File: src/rtl/psk_code_pkg.sv
// Shared definitions for the PSK spreading-code generator / tracker family.
package psk_code_pkg;

    localparam int              CODE_LEN  = 16;
    localparam logic [15:0]     CODE_INIT = 16'h00FF;

    typedef enum logic {
        SEARCH,
        TRACK
    } trk_state_t;

    // Signed accumulator width able to hold +/-n_chips with margin.
    function automatic int acc_width(input int n_chips);
        return $clog2(n_chips) + 2;
    endfunction

endpackage

File: src/rtl/psk_code_tracker_if.sv
// Chip stream in, tracking controls and correlation results out.
interface psk_code_tracker_if #(
    parameter int ACC_W = psk_code_pkg::acc_width(psk_code_pkg::CODE_LEN * 4)
);

    logic                    chip_valid;
    logic                    chip_in;
    logic                    left;
    logic                    right;
    logic                    corr_valid;
    logic signed [ACC_W-1:0] prompt_corr;
    logic                    locked;

    modport master (
        output chip_valid, chip_in,
        input  left, right, corr_valid, prompt_corr, locked
    );

    modport slave (
        input  chip_valid, chip_in,
        output left, right, corr_valid, prompt_corr, locked
    );

endinterface

File: src/rtl/psk_corr_acc.sv
// Signed +/-1 correlation accumulator with synchronous dump-clear.
// 'sum' is the running total including the chip currently presented.
module psk_corr_acc #(
    parameter int ACC_W = 8
) (
    input  logic                    clk,
    input  logic                    rst,
    input  logic                    en,
    input  logic                    clr,
    input  logic                    hit,
    output logic signed [ACC_W-1:0] sum
);

    logic signed [ACC_W-1:0] acc_q;
    logic signed [ACC_W-1:0] step;

    // Current chip contributes +1 on agreement, -1 otherwise.
    always_comb begin
        step = hit ? ACC_W'(1) : '1;
        sum  = acc_q + step;
    end

    // Integrate on each chip; a dump restarts the next chip from zero.
    always_ff @(posedge clk) begin
        if (rst) begin
            acc_q <= '0;
        end else if (en) begin
            acc_q <= clr ? '0 : sum;
        end
    end

endmodule

File: src/rtl/psk_code_tracker.sv
// Early/prompt/late code-phase search and tracking for the PSK spreading code.
// Replica ref[0..CODE_LEN-1] is held in code_q with ref[0] at the MSB, so a
// one-chip step is a left rotate of code_q.
module psk_code_tracker #(
    parameter int                  CODE_LEN      = psk_code_pkg::CODE_LEN,
    parameter logic [CODE_LEN-1:0] CODE_INIT     = psk_code_pkg::CODE_INIT,
    parameter int                  INTEG_PERIODS = 4,
    parameter int                  LOCK_THRESH   = 52,
    parameter int                  LOSS_DUMPS    = 2
) (
    input  logic              clk,
    input  logic              rst,
    psk_code_tracker_if.slave bus
);

    localparam int N      = CODE_LEN * INTEG_PERIODS;
    localparam int ACC_W  = psk_code_pkg::acc_width(N);
    localparam int CNT_W  = $clog2(N);
    localparam int LOSS_W = $clog2(LOSS_DUMPS + 1);

    logic [CODE_LEN-1:0]        code_q;
    logic                       late_q;
    logic [CNT_W-1:0]           chip_cnt;
    logic                       pend_adv;
    logic                       pend_ret;
    psk_code_pkg::trk_state_t   state;
    logic [LOSS_W-1:0]          loss_cnt;

    logic                       prompt_tap;
    logic                       early_tap;
    logic                       dump;
    logic signed [ACC_W-1:0]    e_sum;
    logic signed [ACC_W-1:0]    p_sum;
    logic signed [ACC_W-1:0]    l_sum;
    logic [ACC_W-1:0]           e_mag;
    logic [ACC_W-1:0]           p_mag;
    logic [ACC_W-1:0]           l_mag;
    logic                       p_good;
    logic                       loss_last;

    // Magnitude with the most negative value clamped to the most positive.
    function automatic logic [ACC_W-1:0] mag_sat(input logic signed [ACC_W-1:0] x);
        logic signed [ACC_W-1:0] neg;
        neg = -x;
        if (x >= 0) begin
            return $unsigned(x);
        end else if (neg < 0) begin
            return {1'b0, {(ACC_W-1){1'b1}}};
        end else begin
            return $unsigned(neg);
        end
    endfunction

    assign prompt_tap = code_q[CODE_LEN-1];
    assign early_tap  = code_q[CODE_LEN-2];
    assign dump       = bus.chip_valid && (chip_cnt == CNT_W'(N - 1));

    psk_corr_acc #(.ACC_W(ACC_W)) u_acc_early (
        .clk (clk),
        .rst (rst),
        .en  (bus.chip_valid),
        .clr (dump),
        .hit (bus.chip_in ~^ early_tap),
        .sum (e_sum)
    );

    psk_corr_acc #(.ACC_W(ACC_W)) u_acc_prompt (
        .clk (clk),
        .rst (rst),
        .en  (bus.chip_valid),
        .clr (dump),
        .hit (bus.chip_in ~^ prompt_tap),
        .sum (p_sum)
    );

    psk_corr_acc #(.ACC_W(ACC_W)) u_acc_late (
        .clk (clk),
        .rst (rst),
        .en  (bus.chip_valid),
        .clr (dump),
        .hit (bus.chip_in ~^ late_q),
        .sum (l_sum)
    );

    // Dump-time magnitudes and decision qualifiers (final chip included).
    always_comb begin
        e_mag     = mag_sat(e_sum);
        p_mag     = mag_sat(p_sum);
        l_mag     = mag_sat(l_sum);
        p_good    = (p_mag >= ACC_W'(LOCK_THRESH));
        loss_last = (loss_cnt == LOSS_W'(LOSS_DUMPS - 1));
    end

    // Replica stepping and chip counter; a pending advance/hold applies to the
    // chip after the dump that requested it, after that chip's taps are used.
    always_ff @(posedge clk) begin
        if (rst) begin
            code_q   <= CODE_INIT;
            late_q   <= CODE_INIT[0];
            chip_cnt <= '0;
        end else if (bus.chip_valid) begin
            late_q <= prompt_tap;
            if (pend_ret) begin
                code_q <= code_q;
            end else if (pend_adv) begin
                code_q <= {code_q[CODE_LEN-3:0], code_q[CODE_LEN-1:CODE_LEN-2]};
            end else begin
                code_q <= {code_q[CODE_LEN-2:0], code_q[CODE_LEN-1]};
            end
            chip_cnt <= dump ? '0 : chip_cnt + CNT_W'(1);
        end
    end

    // Search/track FSM with registered dump results and phase pulses.
    always_ff @(posedge clk) begin
        if (rst) begin
            state           <= psk_code_pkg::SEARCH;
            loss_cnt        <= '0;
            pend_adv        <= 1'b0;
            pend_ret        <= 1'b0;
            bus.left        <= 1'b0;
            bus.right       <= 1'b0;
            bus.corr_valid  <= 1'b0;
            bus.prompt_corr <= '0;
            bus.locked      <= 1'b0;
        end else begin
            bus.left       <= 1'b0;
            bus.right      <= 1'b0;
            bus.corr_valid <= 1'b0;
            // Pending flags are consumed by the chip that follows a dump; a
            // dump on this same chip re-arms them below (later write wins).
            if (bus.chip_valid) begin
                pend_adv <= 1'b0;
                pend_ret <= 1'b0;
            end
            if (dump) begin
                bus.corr_valid  <= 1'b1;
                bus.prompt_corr <= p_sum;
                case (state)
                    psk_code_pkg::SEARCH: begin
                        if (p_good) begin
                            state      <= psk_code_pkg::TRACK;
                            bus.locked <= 1'b1;
                            loss_cnt   <= '0;
                        end else begin
                            bus.left <= 1'b1;
                            pend_adv <= 1'b1;
                        end
                    end
                    psk_code_pkg::TRACK: begin
                        if (!p_good && loss_last) begin
                            state      <= psk_code_pkg::SEARCH;
                            bus.locked <= 1'b0;
                            loss_cnt   <= '0;
                        end else begin
                            loss_cnt <= p_good ? '0 : loss_cnt + LOSS_W'(1);
                            if (e_mag > l_mag) begin
                                bus.left <= 1'b1;
                                pend_adv <= 1'b1;
                            end else if (l_mag > e_mag) begin
                                bus.right <= 1'b1;
                                pend_ret  <= 1'b1;
                            end
                        end
                    end
                    default: begin
                        state      <= psk_code_pkg::SEARCH;
                        bus.locked <= 1'b0;
                    end
                endcase
            end
        end
    end

endmodule

File: src/flat_wrapper.sv
// flat-port wrapper written by rule: the top's interface ports become plain ports
module psk_code_tracker_flat 
#(
    parameter int                  CODE_LEN      = psk_code_pkg::CODE_LEN,
    parameter logic [CODE_LEN-1:0] CODE_INIT     = psk_code_pkg::CODE_INIT,
    parameter int                  INTEG_PERIODS = 4,
    parameter int                  LOCK_THRESH   = 52,
    parameter int                  LOSS_DUMPS    = 2
)
  (clk, rst, bus_chip_valid, bus_chip_in, bus_left, bus_right, bus_corr_valid, bus_prompt_corr, bus_locked);
  psk_code_tracker_if #(.ACC_W(8)) bus_i ();
  input  logic clk;
  input  logic rst;
  input wire logic [$bits(bus_i.chip_valid)-1:0] bus_chip_valid;
  input wire logic [$bits(bus_i.chip_in)-1:0] bus_chip_in;
  output wire logic [$bits(bus_i.left)-1:0] bus_left;
  output wire logic [$bits(bus_i.right)-1:0] bus_right;
  output wire logic [$bits(bus_i.corr_valid)-1:0] bus_corr_valid;
  output wire logic [$bits(bus_i.prompt_corr)-1:0] bus_prompt_corr;
  output wire logic [$bits(bus_i.locked)-1:0] bus_locked;
  assign bus_i.chip_valid = bus_chip_valid;
  assign bus_i.chip_in = bus_chip_in;
  assign bus_left = bus_i.left;
  assign bus_right = bus_i.right;
  assign bus_corr_valid = bus_i.corr_valid;
  assign bus_prompt_corr = bus_i.prompt_corr;
  assign bus_locked = bus_i.locked;
  psk_code_tracker #(.CODE_LEN(CODE_LEN), .CODE_INIT(CODE_INIT), .INTEG_PERIODS(INTEG_PERIODS), .LOCK_THRESH(LOCK_THRESH), .LOSS_DUMPS(LOSS_DUMPS)) u_core (.clk(clk), .rst(rst), .bus(bus_i));
endmodule
File: config.mk
export PLATFORM = sky130hd
export DESIGN_NAME = psk_code_tracker_flat
export DESIGN_NICKNAME = d
export VERILOG_FILES = /design/src/rtl/psk_code_pkg.sv /design/src/rtl/psk_code_tracker_if.sv /design/src/rtl/psk_corr_acc.sv /design/src/rtl/psk_code_tracker.sv /design/src/flat_wrapper.sv
export SDC_FILE = /design/constraint.sdc
export NUM_CORES = 1
export LEC_CHECK = 0
export BUFFER_PORTS_ARGS = -buffer_cell sky130_fd_sc_hd__buf_4
export CAP_MARGIN = 10
export CORE_MARGIN = 2
export CORE_UTILIZATION = 58
export CTS_BUF_LIST = sky130_fd_sc_hd__clkbuf_2 sky130_fd_sc_hd__clkbuf_4 sky130_fd_sc_hd__clkbuf_8
export DETAILED_ROUTE_END_ITERATION = 8
export GPL_TIMING_DRIVEN = 1
export PLACE_DENSITY_LB_ADDON = 0.25
export SYNTH_ARGS = -nofsm -noshare
export SYNTH_HDL_FRONTEND = slang
export SYNTH_SLANG_ARGS = --single-unit
File: constraint.sdc
create_clock -name clk -period 3.8 [get_ports clk]
set_input_delay 0 -clock clk [delete_from_list [all_inputs] [get_ports clk]]
set_output_delay 0 -clock clk [all_outputs]
set_load 0.01 [all_outputs]
==> run_results.csv, run 1 <==
group,metric,value,unit
floorplan,die_w,88.6,um
logic_synthesis,seq_area_frac_synth,30.9,%
placed_design,place_inst,595,
logic_synthesis,yosys-top-cells-count,"dfxtp_1 (64), nand2_1 (55), nor2_1 (55), o21ai_0 (27)",
min_path,hp-class,"in2reg",
final_layout,final_cells,622,
timing,slew_violations,0,
final_layout,area_delta_synth_final,16.3,%
route,post_drt_wl_per_cell,15.3,um
setup_path,worstPathRequired,4.03,ns
setup_path,path_class,"reg2reg",
timing,fin_skew,0.0104,ns
setup_path,crit_arrival,3.97,ns
logic_synthesis,netlist_area,4150,um^2
timing,finalSetupViolations,0,
route,drc_errors,0,
floorplan,io_pins,16,
timing,fin_ws,0.0576,ns
clock_network,clk_pin_slew,0.08,ns
clock_network,cts_tree,"yes",
timing,finalCritPeriodShare,98.5,%
route,routed_wl,9530,um
route,viasPerCell,5.90,
clock_network,clock_latency,0.35,ns
logic_synthesis,synth_warnings,0,
power_and_ir_drop,p_total,3.01,mW
floorplan,core,6870,um^2
final_layout,layout.nets,549,
logic_synthesis,synth_edf_count,0,
power_and_ir_drop,p_leak,1.90,nW
placed_design,port_buffers,15,
route,drt-initial-drc-count,138,
grt,grt_pass1_wl,15100,um
clock_network,cts.root.buffer_cell,"clkbuf_8",
logic_synthesis,syn_avg_cell_area,8.42,um^2
placed_design,pre_cts_ws,-0.0906,ns
timing,rsz0062_at_grt,"yes",
logic_synthesis,synth_top_area_share,30.9,%
setup_path,cp-start-kind,"flip-flop",
status,status,"complete, no violations",
logic_synthesis,synth_cell_types,76,
floorplan,die_height,88.6,um
floorplan,dieArea,7850,um^2
final_layout,fin_area,4830,um^2
logic_synthesis,synth_top_cell_by_area,"dfxtp_1",
clock_network,cts_sinks,64,
placed_design,place.gp.congestion,0.832,
power_and_ir_drop,irDropWorstVdd,0.314,mV
placed_design,dp_hpwl,6430,um
setup_path,cp_max_fo,9,
logic_synthesis,synth_area_leaders,"dfxtp_1 (31%), ha_1 (6.9%), mux2i_1 (5.3%)",
logic_synthesis,syn_nets,521,
clock_network,cts.htree.levels,3,
placed_design,dpl_cell_area,4410,um^2
logic_synthesis,synth_most_common_cell,"dfxtp_1",
grt,grt_max_degree,44,
grt,antenna_found_initial,0,
floorplan,start_util,60.4,%
timing,final.min_clock_period,3.74,ns
grt,grt_pass1_vias,3277,
logic_synthesis,syn_inst,493,
grt,grt-ovfl-total,0,
final_layout,drive_gt1_share,18.3,%
timing,tightest_slew,0.985,ns
power_and_ir_drop,cellPowerDensity,623,nW/um^2
logic_synthesis,synth_flop_cell,"dfxtp_1",
job,maxCapViolCount,0,
floorplan,fp-row-count,30,
clock_network,cts_buffers,9,
logic_synthesis,synth-seq-cells,64,
route,ant_nets,0,
route,dr.pass1.iters,5,
logic_synthesis,async_flop_share,0,%
timing,hold_viol,0,
final_layout,antenna_cells,0,
grt,grt_usage,24.4,%
final_layout,fillCellCount,572,
setup_path,cp-end-kind,"flip-flop",
timing,timing.fmax,267,MHz
route,dr_total_vias,3668,
timing,slew_headroom,34.2,%
clock_network,cts.path.max_buffers,2,
metal layers:
metal	global-route usage, %	up-vias	share of wire, %	wire length [um]
met3	3.73	12	3.8	363
li1	-	1837	-	-
met1	31.7	1739	46	4370
met2	41.4	80	49	4670
met5	0	-	0	0
met4	8.68	0	1.3	126
state kept, by name (all words and copies together), names as in the netlist:
signal and cells:
u_core.pend_ret 1, u_core.bus.right 1, u_core.chip_cnt 6, u_core.bus.corr_valid 1
u_core.pend_adv 1, u_core.u_acc_prompt.acc_q 8, u_core.u_acc_late.acc_q 8, u_core.bus.locked 1
u_core.bus.left 1, u_core.bus.prompt_corr 8, u_core.state 1, u_core.u_acc_early.acc_q 8
u_core.late_q 1, u_core.code_q 16, u_core.loss_cnt 2
what timing repair did:
item / CTS / global route
pin swaps: 0 / 13
resized for setup: 4 / 21
buffers inserted: 1 / 10
hold buffers: 0 / 0
endpoints found under the setup margin: 2 / 4
worst max-delay path, stage by stage (launching register included):
cell      delay, ns
dfxtp_4        0.37
xnor2_4        0.23
inv_4          0.10
ha_1           0.34
a21o_1         0.18
a31o_4         0.22
xor2_4         0.19
xnor2_1        0.46
nor3b_1        0.11
a21oi_1        0.18
ha_1           0.27
a21o_1         0.16
a21o_1         0.17
a21oi_1        0.17
o21ai_2        0.09
o2111a_1       0.15
o211ai_1       0.10
nand3_1        0.10
placed cells by master (no fill, tap or decap), types with 3 or more instances in the layout:
cell | netlist | routed
xnor2_1 | 18 | 14
a21oi_1 | 19 | 18
ha_1 | 23 | 21
clkbuf_8 | 0 | 9
xnor2_2 | 0 | 4
o21ai_0 | 27 | 22
nand2b_1 | 8 | 8
nor4_1 | 6 | 4
mux2i_1 | 22 | 22
or3_1 | 7 | 7
nor2_1 | 55 | 54
a211oi_1 | 14 | 14
inv_1 | 10 | 10
nand2_1 | 55 | 55
buf_4 | 0 | 45
o211ai_1 | 4 | 4
a22o_1 | 8 | 8
inv_6 | 0 | 3
nand4_1 | 8 | 8
nor2b_1 | 4 | 3
a31oi_1 | 3 | 3
nor3_1 | 9 | 9
o21ai_1 | 1 | 5
a21o_1 | 7 | 7
o21bai_1 | 3 | 3
xor2_1 | 15 | 15
nand3_1 | 9 | 9
a211o_1 | 10 | 10
dfxtp_1 | 64 | 63
o31ai_1 | 6 | 6
stage by stage:
step           setup TNS, ns  hold slack [ns]  utilization, %
3_5_place_dp          -0.146            0.399            64.2
3_3_place_gp               0            0.385            64.2
4_1_cts                    0           0.0339            67.9
2_1_floorplan              0            0.278               -
6_report                   0           0.0537            70.3
5_1_grt               -0.243           0.0549            70.3
cell type report:
type	count	area, um^2	area share [%]
multi-input combinational	389	2810	58.2
sequential	64	1280	26.6
timing repair buffer	45	338	6.99
clock buffer	9	124	2.56
tap	96	120	2.49
clock inverter	7	103	2.12
inverter	12	47.5	0.984
cells by family (layout without fill, tap and decap cells):
logic type	Yosys count	count (layout)	share of synthesized area [%]
other	2	2	0.181
adders and majority gates	24	24	7.41
xor gates and xnor gates	36	36	8.68
DFF	64	64	30.9
and+or+nand+nor	177	177	20.5
buffers and inverters	40	73	3.98
muxes	23	23	5.58
AOI/OAI and AO/OA	127	127	22.8
power breakdown:
part,switching [mW],internal (mW)
Combinational,0.848,0.677
Sequential,0.0714,0.731
Clock,0.303,0.377
final timing paths:
kind | start | to | slack, ns | depth (start not counted)
min reg2reg | u_core.bus.prompt_corr[5]$_SDFFE_PP0P_ | u_core.bus.prompt_corr[5]$_SDFFE_PP0P_ | 0.46 | 2
min | bus_chip_valid | u_core.late_q$_SDFFE_PP1P_ | 0.05 | 2
max reg2reg | u_core.code_q[14]$_SDFFE_PP0P_ | u_core.pend_adv$_SDFF_PP0_ | 0.06 | 17
max | u_core.code_q[14]$_SDFFE_PP0P_ | u_core.pend_adv$_SDFF_PP0_ | 0.06 | 17
(Power assumes the default switching activity.)
==> run 2: changes to the inputs <==
--- a/config.mk
+++ b/config.mk
@@ -8,7 +8,7 @@
 export BUFFER_PORTS_ARGS = -buffer_cell sky130_fd_sc_hd__buf_4
 export CAP_MARGIN = 10
 export CORE_MARGIN = 2
-export CORE_UTILIZATION = 58
+export CORE_UTILIZATION = 60
 export CTS_BUF_LIST = sky130_fd_sc_hd__clkbuf_2 sky130_fd_sc_hd__clkbuf_4 sky130_fd_sc_hd__clkbuf_8
 export DETAILED_ROUTE_END_ITERATION = 8
 export GPL_TIMING_DRIVEN = 1
==> constraint.sdc (replaced) <==
create_clock -name clk -period 3.78 [get_ports clk]
set_input_delay 0 -clock clk [delete_from_list [all_inputs] [get_ports clk]]
set_output_delay 0 -clock clk [all_outputs]
set_load 0.01 [all_outputs]
==> run 2 against run 1 <==
  * Worst hold slack got worse by 0.029 ns
  * First-iteration DRC count decreased by 18%
  * Highest routed layer unchanged
  * Fmax increased by 3.0%
==> run_results.csv, run 2 (synthesis results as in run 1) <==
group,metric,value,unit
status,status,"complete, no violations",
setup_path,cp_slowest_cell,"nor4b_1",
floorplan,die_w,87.2,um
floorplan,io_pins,16,
route,wl_met1,4290,um
clock_network,cts.root.buffer_cell,"clkbuf_8",
final_layout,regMostFlops,"u_core.code_q",
timing,fin_skew,0.0126,ns
final_layout,layout_commonest_cell,"dfxtp_1",
clock_network,cts_tree,"yes",
timing,tns,0,ns
timing,hold_viol,0,
floorplan,start_util,61.4,%
clock_network,cts_hold_buf,0,
final_layout,fillCellCount,496,
placed_design,place_inst,580,
power_and_ir_drop,p_leak,1.95,nW
timing,finalSetupViolations,0,
grt,grt_pass1_vias,3391,
setup_path,cp-end-kind,"flip-flop",
grt,grt_usage,25.3,%
setup_path,cp_cell_sequence,"xnor2_4 > inv_4 > ha_1 > a21o_1 > a31o_4 > xor2_4 > buf_4 > nor2_1 > nor4b_1 > nor4_2 > ha_1 > o21ai_1 > nand2b_1 > a21oi_2 > o21ai_2 > o2111a_1 > o211ai_1 > nand3_1",
clock_network,cts.path.max_buffers,2,
grt,grt-ovfl-total,0,
timing,slew_violations,0,
setup_path,crit_arrival,3.87,ns
route,dr_total_vias,3724,
clock_network,clock_latency,0.35,ns
route,viasPerCell,6.08,
setup_path,ff2ff_path_depth,18,
final_layout,area_delta_synth_final,18.1,%
setup_path,slowest_delay,0.39,ns
grt,grt_pass1_wl,15400,um
route,routed_wl,9700,um
setup_path,worstPathRequired,4.02,ns
route,drc_errors,0,
final_layout,antenna_cells,0,
timing,slew_headroom,38.3,%
final_layout,layout.nets,556,
min_path,hp-class,"in2reg",
timing,fin_ws,0.147,ns
route,ant_nets,0,
route,drt-initial-drc-count,113,
route,dr.pass1.iters,5,
clock_network,cts_buffers,9,
timing,finalCritPeriodShare,96.1,%
placed_design,place.gp.congestion,0.838,
final_layout,post-route-util,72.6,%
floorplan,dieArea,7600,um^2
setup_path,critical_path.most_common_cell,"ha_1",
final_layout,drive_gt1_share,20.6,%
route,top_layer,"met4",
floorplan,fp-row-count,30,
final_layout,largest_reg_flops,16,
clock_network,clk_pin_slew,0.08,ns
grt,antenna_found_initial,0,
floorplan,core,6760,um^2
route,post_drt_wl_per_cell,15.8,um
setup_path,cp_max_fo,8,
timing,final.min_clock_period,3.63,ns
min_path,hold_depth,2,
grt,grt_max_degree,44,
placed_design,port_buffers,15,
job,maxCapViolCount,0,
clock_network,cts_sinks,64,
route,met3_length,290,um
final_layout,final_cell_mix,"dfxtp_1 (62), nand2_1 (54), nor2_1 (52)",
timing,timing.hold.ws,0.0247,ns
timing,timing.fmax,275,MHz
power_and_ir_drop,irDropWorstVdd,0.355,mV
route,routed-wl-met2,4800,um
floorplan,die_height,87.2,um
setup_path,cp-start-kind,"flip-flop",
placed_design,dp_hpwl,6340,um
final_layout,final_cells,613,
timing,tightest_slew,0.923,ns
clock_network,cts.htree.levels,3,
power_and_ir_drop,cellPowerDensity,658,nW/um^2
placed_design,pre_cts_ws,-0.253,ns
setup_path,path_class,"reg2reg",
-- run 2: cell type report --
class | instances | area [um^2] | share of cell area [%]
Multi-Input combinational cell | 389 | 2820 | 57.5
Sequential cell | 64 | 1290 | 26.2
Timing Repair Buffer | 52 | 398 | 8.11
Clock inverter | 7 | 125 | 2.55
Clock buffer | 9 | 124 | 2.53
Tap cell | 80 | 100 | 2.04
Inverter | 12 | 51.3 | 1.05
-- run 2: through the flow --
step           power [mW]  instance area [um^2]
2_1_floorplan        1.84                  4150
3_3_place_gp         2.10                  4400
3_5_place_dp         2.16                  4400
4_1_cts              2.96                  4700
5_1_grt              3.42                  4900
6_report             3.23                  4900
-- run 2: report_power, final --
group	switching [mW]	internal (mW)
logic	0.919	0.751
clock network	0.302	0.446
registers	0.0735	0.735
total	1.29	1.93
-- run 2: worst max-delay path: cells and delay by family, from the launching register on --
kind / cells / cell delay [ns]
and+or+nand+nor: 5 / 0.83
DFF: 1 / 0.37
xor gates and xnor gates: 2 / 0.38
adders and majority gates: 2 / 0.65
buffers and inverters: 2 / 0.26
AOI/OAI and AO/OA: 7 / 1.00
-- run 2: path summary, 6_finish.rpt --
check / endpoint / slack (ns) / from
setup reg to reg: u_core.pend_adv$_SDFF_PP0_ / 0.15 / u_core.code_q[14]$_SDFFE_PP0P_
hold reg to reg: u_core.bus.prompt_corr[1]$_SDFFE_PP0P_ / 0.46 / u_core.bus.prompt_corr[1]$_SDFFE_PP0P_
hold / removal: u_core.late_q$_SDFFE_PP1P_ / 0.02 / bus_chip_valid
setup / recovery: u_core.pend_adv$_SDFF_PP0_ / 0.15 / u_core.code_q[14]$_SDFFE_PP0P_
-- run 2: timing repair --
item	in CTS	in global routing
hold endpoints to repair	0	0
setup endpoints to repair	4	4
pin swaps	0	26
setup buffers	3	14
cloned	0	0
gates resized for setup	7	27
-- run 2: routing by layer --
layer	GRT usage [%]	up-vias
li1	-	1855
met1	31.7	1765
met2	43.0	76
met3	4.17	28
met4	10.9	0
met5	0	-
==> run 3: changes to the inputs <==
--- a/config.mk
+++ b/config.mk
@@ -5,6 +5,7 @@
 export SDC_FILE = /design/constraint.sdc
 export NUM_CORES = 1
 export LEC_CHECK = 0
+export ABC_AREA = 1
 export BUFFER_PORTS_ARGS = -buffer_cell sky130_fd_sc_hd__buf_4
 export CAP_MARGIN = 10
 export CORE_MARGIN = 2
==> run 3 against run 2 <==
  * Via count grew 7.5%
  * Die area is the same
  * Clock power shrank 18%
  * Synthesized cell count grew 26%
  * Cell count grew 18%
  * Wire length shrank 2.3%
  * Setup slack gained 0.18 ns
  * Clock skew shrank 0.0057 ns
  * Cell area shrank 5.1%
==> run_results.csv, run 3 <==
group,metric,value,unit
min_path,hp-class,"in2reg",
timing,timing.hold.ws,0.375,ns
floorplan,start_util,61.4,%
logic_synthesis,synth_cell_types,44,
final_layout,layout.nets,669,
grt,grt_max_degree,22,
power_and_ir_drop,p_int,1.48,mW
power_and_ir_drop,power.switching,1.05,mW
grt,grt_pass1_vias,3642,
floorplan,die_height,87.2,um
grt,grt_usage,26.0,%
setup_path,worstPathRequired,4.07,ns
final_layout,layout_commonest_cell,"nand2_1",
final_layout,antenna_cells,0,
route,dr.pass1.iters,5,
placed_design,dp_hpwl,6680,um
status,status,"complete, no violations",
timing,finalCritPeriodShare,91.5,%
logic_synthesis,synth_warnings,0,
clock_network,cts_sinks,64,
clock_network,cts.root.buffer_cell,"clkbuf_8",
timing,hold_viol,0,
logic_synthesis,async_flop_share,0,%
clock_network,cts.path.max_buffers,2,
timing,final.min_clock_period,3.46,ns
route,met3_length,426,um
floorplan,fp-row-count,30,
logic_synthesis,yosys-top-cells-count,"nand2_1 (151), inv_1 (76), dfxtp_1 (64), nor2_1 (55), o21ai_0 (55)",
final_layout,fillCellCount,573,
power_and_ir_drop,p_total,2.53,mW
placed_design,port_buffers,15,
route,post_drt_wl_per_cell,13.1,um
timing,slew_headroom,44.1,%
logic_synthesis,netlist_area,4150,um^2
power_and_ir_drop,cellPowerDensity,543,nW/um^2
logic_synthesis,synth_most_common_cell,"nand2_1",
setup_path,cp-start-kind,"flip-flop",
floorplan,die_w,87.2,um
power_and_ir_drop,irDropWorstVdd,0.312,mV
logic_synthesis,syn_nets,647,
setup_path,cp_max_fo,6,
power_and_ir_drop,pwr-share-clk,24.2,%
logic_synthesis,seq_area_frac_synth,30.9,%
route,ant_nets,0,
power_and_ir_drop,combPwrFrac,45.4,%
route,dr_total_vias,4003,
logic_synthesis,synth_flop_cell,"dfxtp_1",
logic_synthesis,synth_top_area_share,30.9,%
logic_synthesis,syn_inst,619,
logic_synthesis,synth_area_leaders,"dfxtp_1 (31%), nand2_1 (14%), ha_1 (6.9%)",
timing,tightest_slew,0.836,ns
route,drt-initial-drc-count,172,
final_layout,final_cell_mix,"nand2_1 (148), inv_1 (74), dfxtp_1 (62)",
logic_synthesis,syn_avg_cell_area,6.71,um^2
clock_network,cts_tree,"yes",
grt,grt-ovfl-total,0,
clock_network,clk_pin_slew,0.08,ns
power_and_ir_drop,p_leak,2.22,nW
timing,finalSetupViolations,0,
route,routed_wl,9480,um
logic_synthesis,synth-seq-cells,64,
setup_path,cp-end-kind,"flip-flop",
final_layout,regMostFlops,"u_core.code_q",
grt,grt_pass1_wl,15900,um
placed_design,place.gp.congestion,0.886,
power_and_ir_drop,sw_frac_of_total,41.5,%
route,viasPerCell,5.51,
final_layout,largest_reg_flops,16,
clock_network,clock_latency,0.35,ns
job,maxCapViolCount,0,
final_layout,drive_gt1_share,14.1,%
setup_path,crit_arrival,3.75,ns
power_and_ir_drop,p_seq_share,30.4,%
route,drc_errors,0,
final_layout,area_delta_synth_final,12.1,%
setup_path,path_class,"reg2reg",
timing,fin_skew,0.00690,ns
clock_network,cts_buffers,9,
logic_synthesis,synth_top_cell_by_area,"dfxtp_1",
route,wl_met1,4360,um
logic_synthesis,synth_edf_count,0,
route,top_layer,"met4",
clock_network,cts.htree.levels,3,
floorplan,io_pins,16,
route,routed-wl-met2,4540,um
grt,antenna_found_initial,0,
floorplan,dieArea,7600,um^2
floorplan,core,6760,um^2
timing,timing.fmax,289,MHz
timing,slew_violations,0,
[run 3: cell count changes after synthesis, moves of 12 or more]
| cell | before | now |
|---|---|---|
| nand3_1 | 9 | 50 |
| a21oi_1 | 19 | 31 |
| xnor2_1 | 18 | 4 |
| nand2_1 | 55 | 151 |
| o21ai_0 | 27 | 55 |
| mux2i_1 | 22 | 0 |
| inv_1 | 10 | 76 |
| nand2_2 | 0 | 16 |
[run 3: worst max-delay path, stage by stage (launching register included)]
cell and delay [ns]:
dfxtp_2 0.35, inv_1 0.08, nand2_2 0.08, nand2_4 0.08, nand2_2 0.10, nand2_1 0.07
inv_1 0.09, ha_4 0.15, inv_1 0.05, nand2_1 0.07, nand2_2 0.08, a21oi_4 0.18
xor2_2 0.20, inv_2 0.08, nor3_4 0.22, nand4_4 0.12, inv_2 0.11, nor2_1 0.05
ha_1 0.30, a21oi_2 0.15, nor2_2 0.05, a211oi_2 0.13, o221ai_1 0.16, buf_4 0.17
nor3_2 0.17, a21o_1 0.11
[run 3: routing by layer]
| metal | GRT usage [%] | vias up |
|---|---|---|
| li1 | - | 2058 |
| met1 | 33.3 | 1836 |
| met2 | 44.3 | 93 |
| met3 | 5.88 | 16 |
| met4 | 6.85 | 0 |
| met5 | 0 | - |
[run 3: final cells by class]
cell class                      count  area [um^2]  share of cell area, %
Tap cell                           80          100                   2.15
Clock inverter                      7         76.3                   1.64
Sequential cell                    64         1280                   27.6
Inverter                           83          312                   6.69
Multi-Input combinational cell    458         2560                   55.1
Timing Repair Buffer               25          195                   4.19
Clock buffer                        9          124                   2.66
[run 3: per-stage QoR]
step / setup slack [ns] / instances / area [um^2] / setup TNS (ns) / utilization [%]
6_report: 0.322 / 726 / 4650 / 0 / 68.9
5_1_grt: -0.0130 / 726 / 4650 / -0.0130 / 68.9
4_1_cts: 0.172 / 720 / 4550 / 0 / 67.3
3_5_place_dp: 0.189 / 701 / 4320 / 0 / 63.9
3_3_place_gp: 0.415 / 701 / 4320 / 0 / 63.9
2_1_floorplan: 0.616 / 619 / 4150 / 0 / -
[run 3: logic make-up (layout without fill, tap and decap cells)]
kind of cell	after synthesis	after routing	share of synthesized area, %
xor+xnor	20	20	5.49
flops	64	64	30.9
simple gates	296	296	31.6
fa+ha+maj	24	24	7.41
compound gates	116	116	15.7
buf+inv	97	124	8.80
other cells	2	2	0.181
[run 3: worst paths after layout]
path / startpoint / to / slack (ns) / depth (start not counted)
setup / recovery: u_core.late_q$_SDFFE_PP1P_ / u_core.pend_ret$_SDFF_PP0_ / 0.32 / 25
hold / removal: bus_chip_in / u_core.u_acc_prompt.acc_q[7]$_SDFFE_PP0P_ / 0.37 / 7
setup reg to reg: u_core.late_q$_SDFFE_PP1P_ / u_core.pend_ret$_SDFF_PP0_ / 0.32 / 25
hold reg to reg: u_core.u_acc_prompt.acc_q[3]$_SDFFE_PP0P_ / u_core.u_acc_prompt.acc_q[3]$_SDFFE_PP0P_ / 0.47 / 2
[run 3: what timing repair did]
action                     CTS  global route
setup endpoints to repair    0             4
hold buffers                 3             0
gates resized for setup      0            18
setup buffers                0             6
hold endpoints to repair    10             0
[run 3: power by group through the flow]
stage          combinational (mW)  sequential (mW)  clock (mW)
2_1_floorplan               0.818            0.771           0
3_3_place_gp                0.974            0.780           0
3_5_place_dp                 1.00            0.782           0
4_1_cts                      1.02            0.766       0.623
5_1_grt                      1.29            0.776       0.642
6_report                     1.15            0.768       0.610
